$ cat config.mk
export PLATFORM = sky130hd
export DESIGN_NAME = prog_timer_flat
export DESIGN_NICKNAME = d
export VERILOG_FILES = /design/src/rtl/prog_timer_pkg.sv /design/src/rtl/prog_timer_if.sv /design/src/rtl/prog_timer_fsm.sv /design/src/rtl/prog_timer.sv /design/src/flat_wrapper.sv
export SDC_FILE = /design/constraint.sdc
export NUM_CORES = 1
export LEC_CHECK = 0
export ABC_AREA = 1
export CAP_MARGIN = 20
export CORE_MARGIN = 2
export CORE_UTILIZATION = 45
export CTS_BUF_LIST = sky130_fd_sc_hd__clkbuf_4 sky130_fd_sc_hd__clkbuf_8 sky130_fd_sc_hd__clkbuf_16
export CTS_CLUSTER_DIAMETER = 40
export DETAILED_ROUTE_END_ITERATION = 10
export PLACE_DENSITY_LB_ADDON = 0.15
export SLEW_MARGIN = 20
export SYNTH_ARGS = -nofsm -noshare
export SYNTH_HDL_FRONTEND = slang
export SYNTH_HIERARCHICAL = 1
export SYNTH_SLANG_ARGS = --single-unit
export TNS_END_PERCENT = 50
$ cat constraint.sdc
create_clock -name clk -period 3.2 [get_ports clk]
set_input_delay 0.32 -clock clk [delete_from_list [all_inputs] [get_ports clk]]
set_output_delay 0.32 -clock clk [all_outputs]
set_load 0.03 [all_outputs]
$ cat src/rtl/prog_timer_pkg.sv
// Shared types and constants for the programmable down-counting timer.
// The FSM state enum and the latched mode encoding live here.
package timer_pkg;

    typedef enum logic {
        IDLE = 1'b0,
        RUN  = 1'b1
    } timer_state_t;

    localparam logic MODE_ONESHOT  = 1'b0;
    localparam logic MODE_PERIODIC = 1'b1;

endpackage

$ cat src/rtl/prog_timer_if.sv
// Control/status bundle of prog_timer: load strobe, enable and the
// registered trigger/count/running outputs.
interface prog_timer_if #(
    parameter int WIDTH = 5,
    parameter int PRE_W = 4
);

    logic             enable;
    logic             valid;
    logic [WIDTH-1:0] value;
    logic             mode;
    logic [PRE_W-1:0] prescale;
    logic             trigger;
    logic [WIDTH-1:0] count;
    logic             running;

    modport master (
        output enable, valid, value, mode, prescale,
        input  trigger, count, running
    );

    modport slave (
        input  enable, valid, value, mode, prescale,
        output trigger, count, running
    );

endinterface

$ cat src/rtl/prog_timer_fsm.sv
// IDLE/RUN control of prog_timer plus the registered one-cycle trigger.
// A load always overrides a tick arriving in the same cycle.
module prog_timer_fsm
    import timer_pkg::*;
(
    input  logic         clk,
    input  logic         reset,
    input  logic         valid,
    input  logic         value_nz,
    input  logic         tick,
    input  logic         last,
    input  logic         mode_q,
    output timer_state_t state,
    output logic         trigger
);

    timer_state_t state_q, state_d;
    logic         trigger_q, trigger_d;

    always_ff @(posedge clk or posedge reset) begin
        if (reset) begin
            state_q   <= IDLE;
            trigger_q <= 1'b0;
        end else begin
            state_q   <= state_d;
            trigger_q <= trigger_d;
        end
    end

    always_comb begin
        state_d   = state_q;
        trigger_d = 1'b0;
        if (valid) begin
            state_d = value_nz ? RUN : IDLE;
        end else if (tick && last) begin
            // Expiry: one-shot drops back to IDLE, periodic keeps running.
            trigger_d = 1'b1;
            if (mode_q == MODE_ONESHOT) begin
                state_d = IDLE;
            end
        end
    end

    assign state   = state_q;
    assign trigger = trigger_q;

endmodule

$ cat src/rtl/prog_timer.sv
// Parametrised down-counting timer with prescaler and one-shot/periodic
// auto-reload; the datapath lives here, control in prog_timer_fsm.
module prog_timer
    import timer_pkg::*;
#(
    parameter int WIDTH = 5,
    parameter int PRE_W = 4
) (
    input  logic     clk,
    input  logic     reset,
    prog_timer_if.slave bus
);

    logic [WIDTH-1:0] cnt_q, cnt_d;
    logic [WIDTH-1:0] reload_q, reload_d;
    logic             mode_q, mode_d;
    logic [PRE_W-1:0] pre_q, pre_d;
    logic [PRE_W-1:0] pre_cnt_q, pre_cnt_d;

    timer_state_t state;
    logic         trigger;
    logic         tick;
    logic         last;
    logic         value_nz;

    assign tick     = (state == RUN) && bus.enable && (pre_cnt_q == pre_q);
    assign last     = (cnt_q == WIDTH'(1));
    assign value_nz = |bus.value;

    prog_timer_fsm u_fsm (
        .clk      (clk),
        .reset    (reset),
        .valid    (bus.valid),
        .value_nz (value_nz),
        .tick     (tick),
        .last     (last),
        .mode_q   (mode_q),
        .state    (state),
        .trigger  (trigger)
    );

    always_ff @(posedge clk or posedge reset) begin
        if (reset) begin
            cnt_q     <= '0;
            reload_q  <= '0;
            mode_q    <= MODE_ONESHOT;
            pre_q     <= '0;
            pre_cnt_q <= '0;
        end else begin
            cnt_q     <= cnt_d;
            reload_q  <= reload_d;
            mode_q    <= mode_d;
            pre_q     <= pre_d;
            pre_cnt_q <= pre_cnt_d;
        end
    end

    // cnt is never 0 while in RUN, so the decrement cannot underflow.
    always_comb begin
        cnt_d     = cnt_q;
        reload_d  = reload_q;
        mode_d    = mode_q;
        pre_d     = pre_q;
        pre_cnt_d = pre_cnt_q;
        if (bus.valid) begin
            cnt_d     = bus.value;
            reload_d  = bus.value;
            mode_d    = bus.mode;
            pre_d     = bus.prescale;
            pre_cnt_d = '0;
        end else if (state == RUN && bus.enable) begin
            if (tick) begin
                pre_cnt_d = '0;
                if (last) begin
                    cnt_d = (mode_q == MODE_PERIODIC) ? reload_q : '0;
                end else begin
                    cnt_d = cnt_q - WIDTH'(1);
                end
            end else begin
                pre_cnt_d = pre_cnt_q + PRE_W'(1);
            end
        end
    end

    assign bus.trigger = trigger;
    assign bus.count   = cnt_q;
    assign bus.running = (state == RUN);

endmodule

$ cat src/flat_wrapper.sv
// flat-port wrapper written by rule: the top's interface ports become plain ports
module prog_timer_flat import timer_pkg::*;
#(
    parameter int WIDTH = 5,
    parameter int PRE_W = 4
)
  (clk, reset, bus_enable, bus_valid, bus_value, bus_mode, bus_prescale, bus_trigger, bus_count, bus_running);
  prog_timer_if #(.WIDTH(WIDTH), .PRE_W(PRE_W)) bus_i ();
  input  logic clk;
  input  logic reset;
  input wire logic [$bits(bus_i.enable)-1:0] bus_enable;
  input wire logic [$bits(bus_i.valid)-1:0] bus_valid;
  input wire logic [$bits(bus_i.value)-1:0] bus_value;
  input wire logic [$bits(bus_i.mode)-1:0] bus_mode;
  input wire logic [$bits(bus_i.prescale)-1:0] bus_prescale;
  output wire logic [$bits(bus_i.trigger)-1:0] bus_trigger;
  output wire logic [$bits(bus_i.count)-1:0] bus_count;
  output wire logic [$bits(bus_i.running)-1:0] bus_running;
  assign bus_i.enable = bus_enable;
  assign bus_i.valid = bus_valid;
  assign bus_i.value = bus_value;
  assign bus_i.mode = bus_mode;
  assign bus_i.prescale = bus_prescale;
  assign bus_trigger = bus_i.trigger;
  assign bus_count = bus_i.count;
  assign bus_running = bus_i.running;
  prog_timer #(.WIDTH(WIDTH), .PRE_W(PRE_W)) u_core (.clk(clk), .reset(reset), .bus(bus_i));
endmodule
* Word level (Yosys, flattened, before mapping)
Index checks and enable logic that the tools add are counted.
** Storage, ports and cells
- Output and inout port bits :: 7
- Flip-flop bits (word level) :: 21
- Input port bits :: 14
- Word-level logic and storage cells :: 35
** Cells by class
- Eq/ne operators :: 3
- Add/sub/neg operators :: 2
- Mux-type cells :: 14
- Reductions and logical operators :: 9
** Operators by type and width (number)
- 5-bit 2-to-1 mux :: 5
- 4-bit 2-to-1 mux :: 3
- 1-bit 2-to-1 mux :: 6
- 2-bit nonzero test :: 3
- 5-bit by 1-bit == test with 1-bit output (second input constant) :: 1
- 5-bit OR reduction :: 1
- 5-bit by 1-bit subtractor with 5-bit output (second input constant) :: 1
- 4-bit by 1-bit adder with 4-bit output (second input constant) :: 1
- 4-bit == test :: 1
- 2-bit AND reduction :: 2
- 1-bit logical AND :: 3
- 2-bit != test (second input constant) :: 1

* Depth between registers and ports, before layout
Gate-level depths: netlist of run 1.
- Depth after elaboration :: 5
- Mapped depth :: 11
- Depth with buffers taken out :: 11

* Modules after synthesis
Netlist of run 1, hierarchy kept.
** By module, submodules not included
- prog_timer :: cells an instance 173, times used 1, seq. area each 475.5 um^2, area each 1183.6 um^2
- prog_timer_fsm :: cells an instance 12, times used 1, seq. area each 50.0 um^2, area each 88.8 um^2

* Least setup slack after synthesis of run 1
OpenSTA, ideal clock, no wires.
- Kind :: register -> register
- Start point :: register u_core.cnt_q[1], in the netlist u_core/bus.count[1]
- End point :: register u_core.cnt_q[2], in the netlist u_core/bus.count[2]
- Data required time :: 3.082 ns
- Slack :: 1.781 ns
- Stages on the path, launching flop included :: 12
- Clock period less this slack :: 1.419 ns
- Path buffers :: 0
- Library setup time :: 0.118 ns
- Arrival :: 1.302 ns
- Cell sequence :: dfrtp_1 inv_1 ha_1 inv_1 nor2_1 nand2_1 nand2_1 nand2_1 nand2_1 nand2_1 nand2_1 nand2_1
** On the way
- Cells in the longest elaborated chain, start to end :: 5
- Elaborated cells between the ends (all ways) :: 6
- Classes of those cells :: add/sub (1); eq/ne (1); mux (4)
** Ends and longest elaborated chain
- start: declaration :: RTL line prog_timer.sv:14 : logic [WIDTH-1:0] cnt_q, cnt_d;
- start signal: assignment :: RTL line prog_timer.sv:50 : cnt_q <= cnt_d;
- 5-bit by 1-bit subtractor with 5-bit output or 5-bit by 1-bit == test with 1-bit output (tied branches) :: RTL line prog_timer.sv:77, prog_timer.sv:27
- 5-bit 2-to-1 mux * :: RTL line prog_timer.sv:74 : if (last) begin
- 5-bit 2-to-1 mux * :: RTL line prog_timer.sv:72 : if (tick) begin
- 5-bit 2-to-1 mux * :: RTL line prog_timer.sv:71 : end else if (state == RUN && bus.enable) begin
- 5-bit 2-to-1 mux * :: RTL line prog_timer.sv:65 : if (bus.valid) begin
Mark *: on every way between the ends. The rest lies on a longest branch, timed or not. The select of a mux whose other input is x is not followed.
A chain may end at the register's enable or synchronous reset.

* Worst setup path after layout of run 1
- Start point :: register u_core.cnt_q[2], in the netlist u_core/bus.count[2]
- End point :: output bus_count[2]
** RTL lines
- end: declaration :: RTL line flat_wrapper.sv:17 : output wire logic [$bits(bus_i.count)-1:0] bus_count;
No word-level cell between the ends.

==> flow_summary.json, run 1 <==
{
  "outcome": "completed",
  "gr-total-overflow": 0,
  "worst_path_max_delay_cell": "clkdlybuf4s50_1",
  "grt_max_degree": 27,
  "drc": 0,
  "crit_path_end_kind": "output pin",
  "rsz0062_at_grt": "no",
  "nets": 225,
  "yosysUniqueCellTypes": 19,
  "cts_resized": 0,
  "postRouteWirelength_um": 2840,
  "synth_area_per_cell_um2": 6.88,
  "tns_ns": 0,
  "finalPower_uw": 702,
  "via_per_inst": 4.94,
  "htree_levels": 1,
  "path_class": "register to output pin",
  "reg2reg_depth": 11,
  "path_cells": "clkdlybuf4s50_1",
  "clock_skew_ns": 0.000802,
  "syn_area_mm2": 0.00127,
  "arrival_ns": 1.44,
  "design_area_mm2": 0.00153,
  "post_cts_buffers": 0,
  "antenna_cells": 0,
  "dr.pass1.iters": 5,
  "worst_slew_pin_slew_ns": 0.744,
  "cp.depth": 1,
  "synth_seq_cells": 21,
  "synthXorXnorAreaFrac_pct": 0.688,
  "path_buf_inv": 1,
  "clock_path_buffers": 2,
  "antenna_found_initial": 0,
  "clk_latency_ns": 0.30,
  "fmax_mhz": 567,
  "core-area_mm2": 0.00271,
  "hold_buffers": 0,
  "p_leak_nw": 0.847,
  "clkSlewWorstSetupHoldPaths_ns": 0.12,
  "area_growth_pct": 20.2,
  "worstPathRequired_ns": 2.88,
  "ir_drop_uv": 294,
  "die_h_um": 57.2,
  "ys_warn_count": 6,
  "critPathMaxStageDelay_ns": 0.70,
  "synth_mux_area_share_pct": 0,
  "timing.final.crit_share_pct": 55.1,
  "final_antenna_net_count": 0,
  "place_area_mm2": 0.00150,
  "routabilityCongestion": 0.886,
  "root_buffer": "clkbuf_4",
  "drt_iter0_drc": 38,
  "rrSetupSlack_ns": 1.71,
  "setup_viol": 0,
  "slew_headroom_pct": 50.3,
  "layout_min_cycle_time_ns": 1.76,
  "synth_compound_area_share_pct": 3.54,
  "numCtsBuffers": 3,
  "clock_sinks": 21,
  "finalHoldViolCount": 0,
  "synth_nets": 202,
  "route.vias.total": 1175,
  "ioPinCount": 21,
  "grt_usage_pct": 19.5,
  "die_width_um": 57.2,
  "fp.dieArea_mm2": 0.00327,
  "crit_fanout": 5,
  "drive_gt1_share_pct": 8.70,
  "drv_slew": 0,
  "hold_class": "primary input to asynchronous set/reset pin",
  "cp_top_family": "buffers and inverters",
  "wl_per_cell_um": 11.9,
  "cts_tree": "yes",
  "yosys.area_share.simple_pct": 41.1,
  "power_density_mw_per_mm2": 459,
  "synth_top_family_by_area": "simple AND/OR/NAND/NOR gates",
  "maxCapViolations": 0,
  "reg2reg_to": "u_core/bus.count[2]",
  "hpwl_um": 2190,
  "r2r-start": "u_core/bus.count[1]",
  "rows": 19,
  "synth_seq_area_share_pct": 41.3,
  "io_buffers": 20,
  "synth_cells": 185,
  "initial_core_util_pct": 47.0,
  "grt_pass1_wl_um": 4970,
  "grt_pass1_vias": 1214,
  "worst_setup_path_start_kind": "register",
  "synthAdderAreaFrac_pct": 2.95
}
[metrics by stage]
step	cells	hold WS [ns]	worst slack [ns]	util, %
final	238	0.178	1.44	56.4
after global routing	238	0.180	1.35	56.4
after CTS	238	0.166	1.41	56.4
after detailed placement	234	0.461	1.31	55.4
after global placement	234	0.454	1.37	55.4
after floorplan	185	0.0612	1.78	-
[synthesized netlist by cell type]
library cell | instances | area share, %
nand2_1 | 74 | 22
inv_1 | 25 | 7.4
dfrtp_1 | 21 | 41
nand3_1 | 17 | 6.7
nor2_1 | 14 | 4.1
o21ai_0 | 9 | 3.5
inv_2 | 4 | 1.2
nand2_2 | 4 | 2.0
ha_1 | 3 | 3.0
nand4_1 | 3 | 1.5
buf_2 | 2 | 0.79
nor2_4 | 2 | 1.8
buf_4 | 1 | 0.59
inv_4 | 1 | 0.49
nand2_4 | 1 | 0.88
nand3_4 | 1 | 1.4
nand3b_1 | 1 | 0.59
nor3_1 | 1 | 0.39
xor2_1 | 1 | 0.69
[worst register-to-register path, stage by stage, from the launching register on]
cell	delay, ns
dfrtp_1	0.42
inv_1	0.11
ha_1	0.17
inv_1	0.04
nor2_1	0.18
nand2_1	0.13
nand2_1	0.08
nand2_1	0.04
nand2_1	0.05
nand2_1	0.05
nand2_1	0.07
nand2_1	0.05
[cell families after synthesis]
| logic type | Yosys count |
|---|---|
| AOI/OAI and AO/OA | 9 |
| and+or+nand+nor | 118 |
| DFF | 21 |
| xor gates and xnor gates | 1 |
| buffers and inverters | 33 |
| adders and majority gates | 3 |
[worst max path at each step]
| stage | slack [ns] | end | from |
|---|---|---|---|
| finish | 1.44 | bus_count[2] | u_core/bus.count[2] |
| global route | 1.35 | bus_count[3] | u_core/bus.count[3] |
| CTS | 1.41 | bus_count[3] | u_core/bus.count[3] |
| detailed placement | 1.31 | u_core/bus.count[3] | bus_valid |
| global placement | 1.37 | u_core/bus.count[4] | bus_valid |
| floorplan | 1.78 | u_core/bus.count[2] | u_core/bus.count[1] |
[layout make-up]
type / count / area [µm²]
fill: 276 / 1180
multi-input combinational: 131 / 614
sequential: 21 / 526
timing repair buffer: 21 / 208
inverter: 30 / 115
tap: 31 / 38.8
clock buffer: 3 / 22.5
clock inverter: 1 / 5.00
[layout by cell type (no fill, tap or decap)]
| cell type | n |
|---|---|
| nand3b_1 | 1 |
| nor2_4 | 2 |
| buf_4 | 1 |
| clkbuf_4 | 3 |
| inv_2 | 4 |
| inv_1 | 25 |
| o21ai_0 | 9 |
| clkdlybuf4s50_1 | 20 |
| nand4_1 | 3 |
| dfrtp_1 | 21 |
| nor2_1 | 14 |
| nand3_4 | 1 |
| inv_4 | 1 |
| clkinv_2 | 1 |
| nand2_1 | 74 |
| xor2_1 | 1 |
| nand2_2 | 4 |
| nand3_1 | 17 |
| nor3_1 | 1 |
| nand2_4 | 1 |
| ha_1 | 3 |
[power by group]
group          internal (mW)  switching (mW)  leakage (nW)
Combinational         0.0982           0.150         0.565
Clock                 0.0466          0.0824        0.0177
Sequential             0.294          0.0302         0.264
Total                  0.439           0.263         0.847
[flip-flops by register name, summed over array words and instances, names as in the netlist]
name,count
u_core/reload_q,5
u_core/pre_q,4
u_core/mode_q,1
u_core/pre_cnt_q,4
u_core/u_fsm/trigger,1
u_core/bus.count,5
u_core/u_fsm/state,1
[routing by layer]
layer / track usage [%] / up-vias / part of all wire [%]
met5: 0 / - / 0
met4: 10.3 / 0 / 2.1
met3: 2.95 / 6 / 3.3
met2: 32.8 / 27 / 51
met1: 24.1 / 536 / 44
li1: - / 606 / -
(Power assumes the default switching activity.)
==> run 2, diff against run 1 <==
==> constraint.sdc (replaced) <==
create_clock -name clk -period 1.6 [get_ports clk]
set_input_delay 0.16 -clock clk [delete_from_list [all_inputs] [get_ports clk]]
set_output_delay 0.16 -clock clk [all_outputs]
set_load 0.03 [all_outputs]
==> flow_summary.json, run 2 (synthesis gave the netlist of run 1 again) <==
{
  "worstPathRequired_ns": 1.44,
  "path_cells": "clkdlybuf4s50_1",
  "numCtsBuffers": 3,
  "cp_top_family": "buffers and inverters",
  "layout_commonest_cell": "nand2_1",
  "rows": 19,
  "area_growth_pct": 22.9,
  "layout_min_cycle_time_ns": 1.53,
  "hpwl_um": 2230,
  "core-area_mm2": 0.00271,
  "fmax_mhz": 653,
  "path_buf_inv": 1,
  "arrival_ns": 1.37,
  "worst_slew_pin_slew_ns": 0.320,
  "hold_buffers": 0,
  "postRouteWirelength_um": 2800,
  "grt_usage_pct": 19.5,
  "p_leak_nw": 0.893,
  "nets": 227,
  "htree_levels": 1,
  "drc": 0,
  "fp.dieArea_mm2": 0.00327,
  "cts_tree": "yes",
  "final_antenna_net_count": 0,
  "timing.final.crit_share_pct": 95.6,
  "clock_path_buffers": 2,
  "rsz0062_at_grt": "no",
  "crit_fanout": 3,
  "io_buffers": 20,
  "clock_sinks": 21,
  "mostFrequentLayoutCells": "nand2_1 (74), inv_1 (25), dfrtp_1 (21)",
  "outcome": "completed",
  "path_class": "register to output pin",
  "worst_setup_path_start_kind": "register",
  "dr.pass1.iters": 4,
  "tns_ns": 0,
  "worst_path_max_delay_cell": "clkdlybuf4s50_1",
  "die_width_um": 57.2,
  "routabilityCongestion": 0.894,
  "drv_slew": 0,
  "clkSlewWorstSetupHoldPaths_ns": 0.11,
  "power_density_mw_per_mm2": 906,
  "initial_core_util_pct": 47.0,
  "finalPower_mw": 1.42,
  "antenna_cells": 0,
  "grt_max_degree": 26,
  "finalHoldViolCount": 0,
  "drt_iter0_drc": 45,
  "crit_path_end_kind": "output pin",
  "wl_per_cell_um": 11.7,
  "clock_skew_ns": 0.000930,
  "drive_gt1_share_pct": 10.0,
  "via_per_inst": 4.91,
  "route.vias.total": 1178,
  "die_h_um": 57.2,
  "slew_headroom_pct": 78.6,
  "r2r-start": "u_core/bus.count[1]",
  "antenna_found_initial": 0,
  "clk_latency_ns": 0.29,
  "ir_drop_uv": 680,
  "grt_pass1_wl_um": 5030,
  "grt_pass1_vias": 1172,
  "setup_viol": 0,
  "ioPinCount": 21,
  "root_buffer": "clkbuf_4",
  "gr-total-overflow": 0,
  "critPathMaxStageDelay_ns": 0.68,
  "crit_path_start": "u_core/bus.count[1]",
  "maxCapViolations": 0,
  "hold_class": "primary input to asynchronous set/reset pin",
  "post-route-util_pct": 57.7
}
==> run 2: cell count changes in the layout (fill, tap and decap cells not counted) <==
cell	previous run	this run
buf_12	0	1
clkbuf_4	3	4
dlygate4sd2_1	0	2
dlymetal6s2s_1	0	2
nor2_2	0	1
clkdlybuf4s50_1	20	16
clkinv_2	1	0
nor2_1	14	13
buf_4	1	2
==> run 2: what timing repair did <==
action                     CTS  global route
setup endpoints to repair    2             7
pin swaps                    0             0
gates resized for setup      2             3
setup buffers                0             0
==> run 2: metrics by stage <==
step	std cells	worst slack, ns	hold slack (ns)	area [µm²]
CTS	240	0.00506	0.0239	1560
floorplan	185	0.181	-0.0988	1270
global route	240	0.00610	0.0169	1560
finish	240	0.0697	0.0356	1560
detailed placement	236	0.137	0.357	1530
global placement	236	0.144	0.348	1530
==> run 2: path summary, 6_finish.rpt <==
kind	end	slack, ns	cells after the start
min in group clk	u_core/mode_q	0.42	3
hold reg to reg	u_core/reload_q[2]	0.49	2
hold / removal	u_core/u_fsm/state	0.04	2
setup / recovery	bus_count[1]	0.07	1
max in group asynchronous	u_core/bus.count[4]	1.18	3
setup reg to reg	u_core/bus.count[2]	0.18	11
==> run 2: worst reg2reg max path, delay by kind of cell (launching register included) <==
family	cells	cell delay, ns
flip-flops	1	0.42
AND/OR/NAND/NOR	8	0.56
adder cells (fa/ha/maj)	1	0.18
buffers and inverters	2	0.17
==> run 2: final cells by class <==
class	instances	area, µm²
Clock buffer	4	30.0
Timing Repair Buffer	23	238
Fill cell	281	1150
Sequential cell	21	526
Inverter	30	115
Multi-Input combinational cell	131	617
Tap cell	31	38.8
==> run 2: report_power, final <==
part	internal [mW]	total, mW	switching [mW]
clock	0.114	0.266	0.152
sequential	0.588	0.650	0.0619
combinational	0.193	0.502	0.309
total	0.895	1.42	0.523
==> run 2: layer usage <==
layer  global-route usage, %  vias up  wire length, µm
met5                       0        -                0
met1                    24.3      548             1210
met4                    5.98        0               17
met2                    34.2       13             1470
met3                    3.63        2               97
li1                        -      615                -
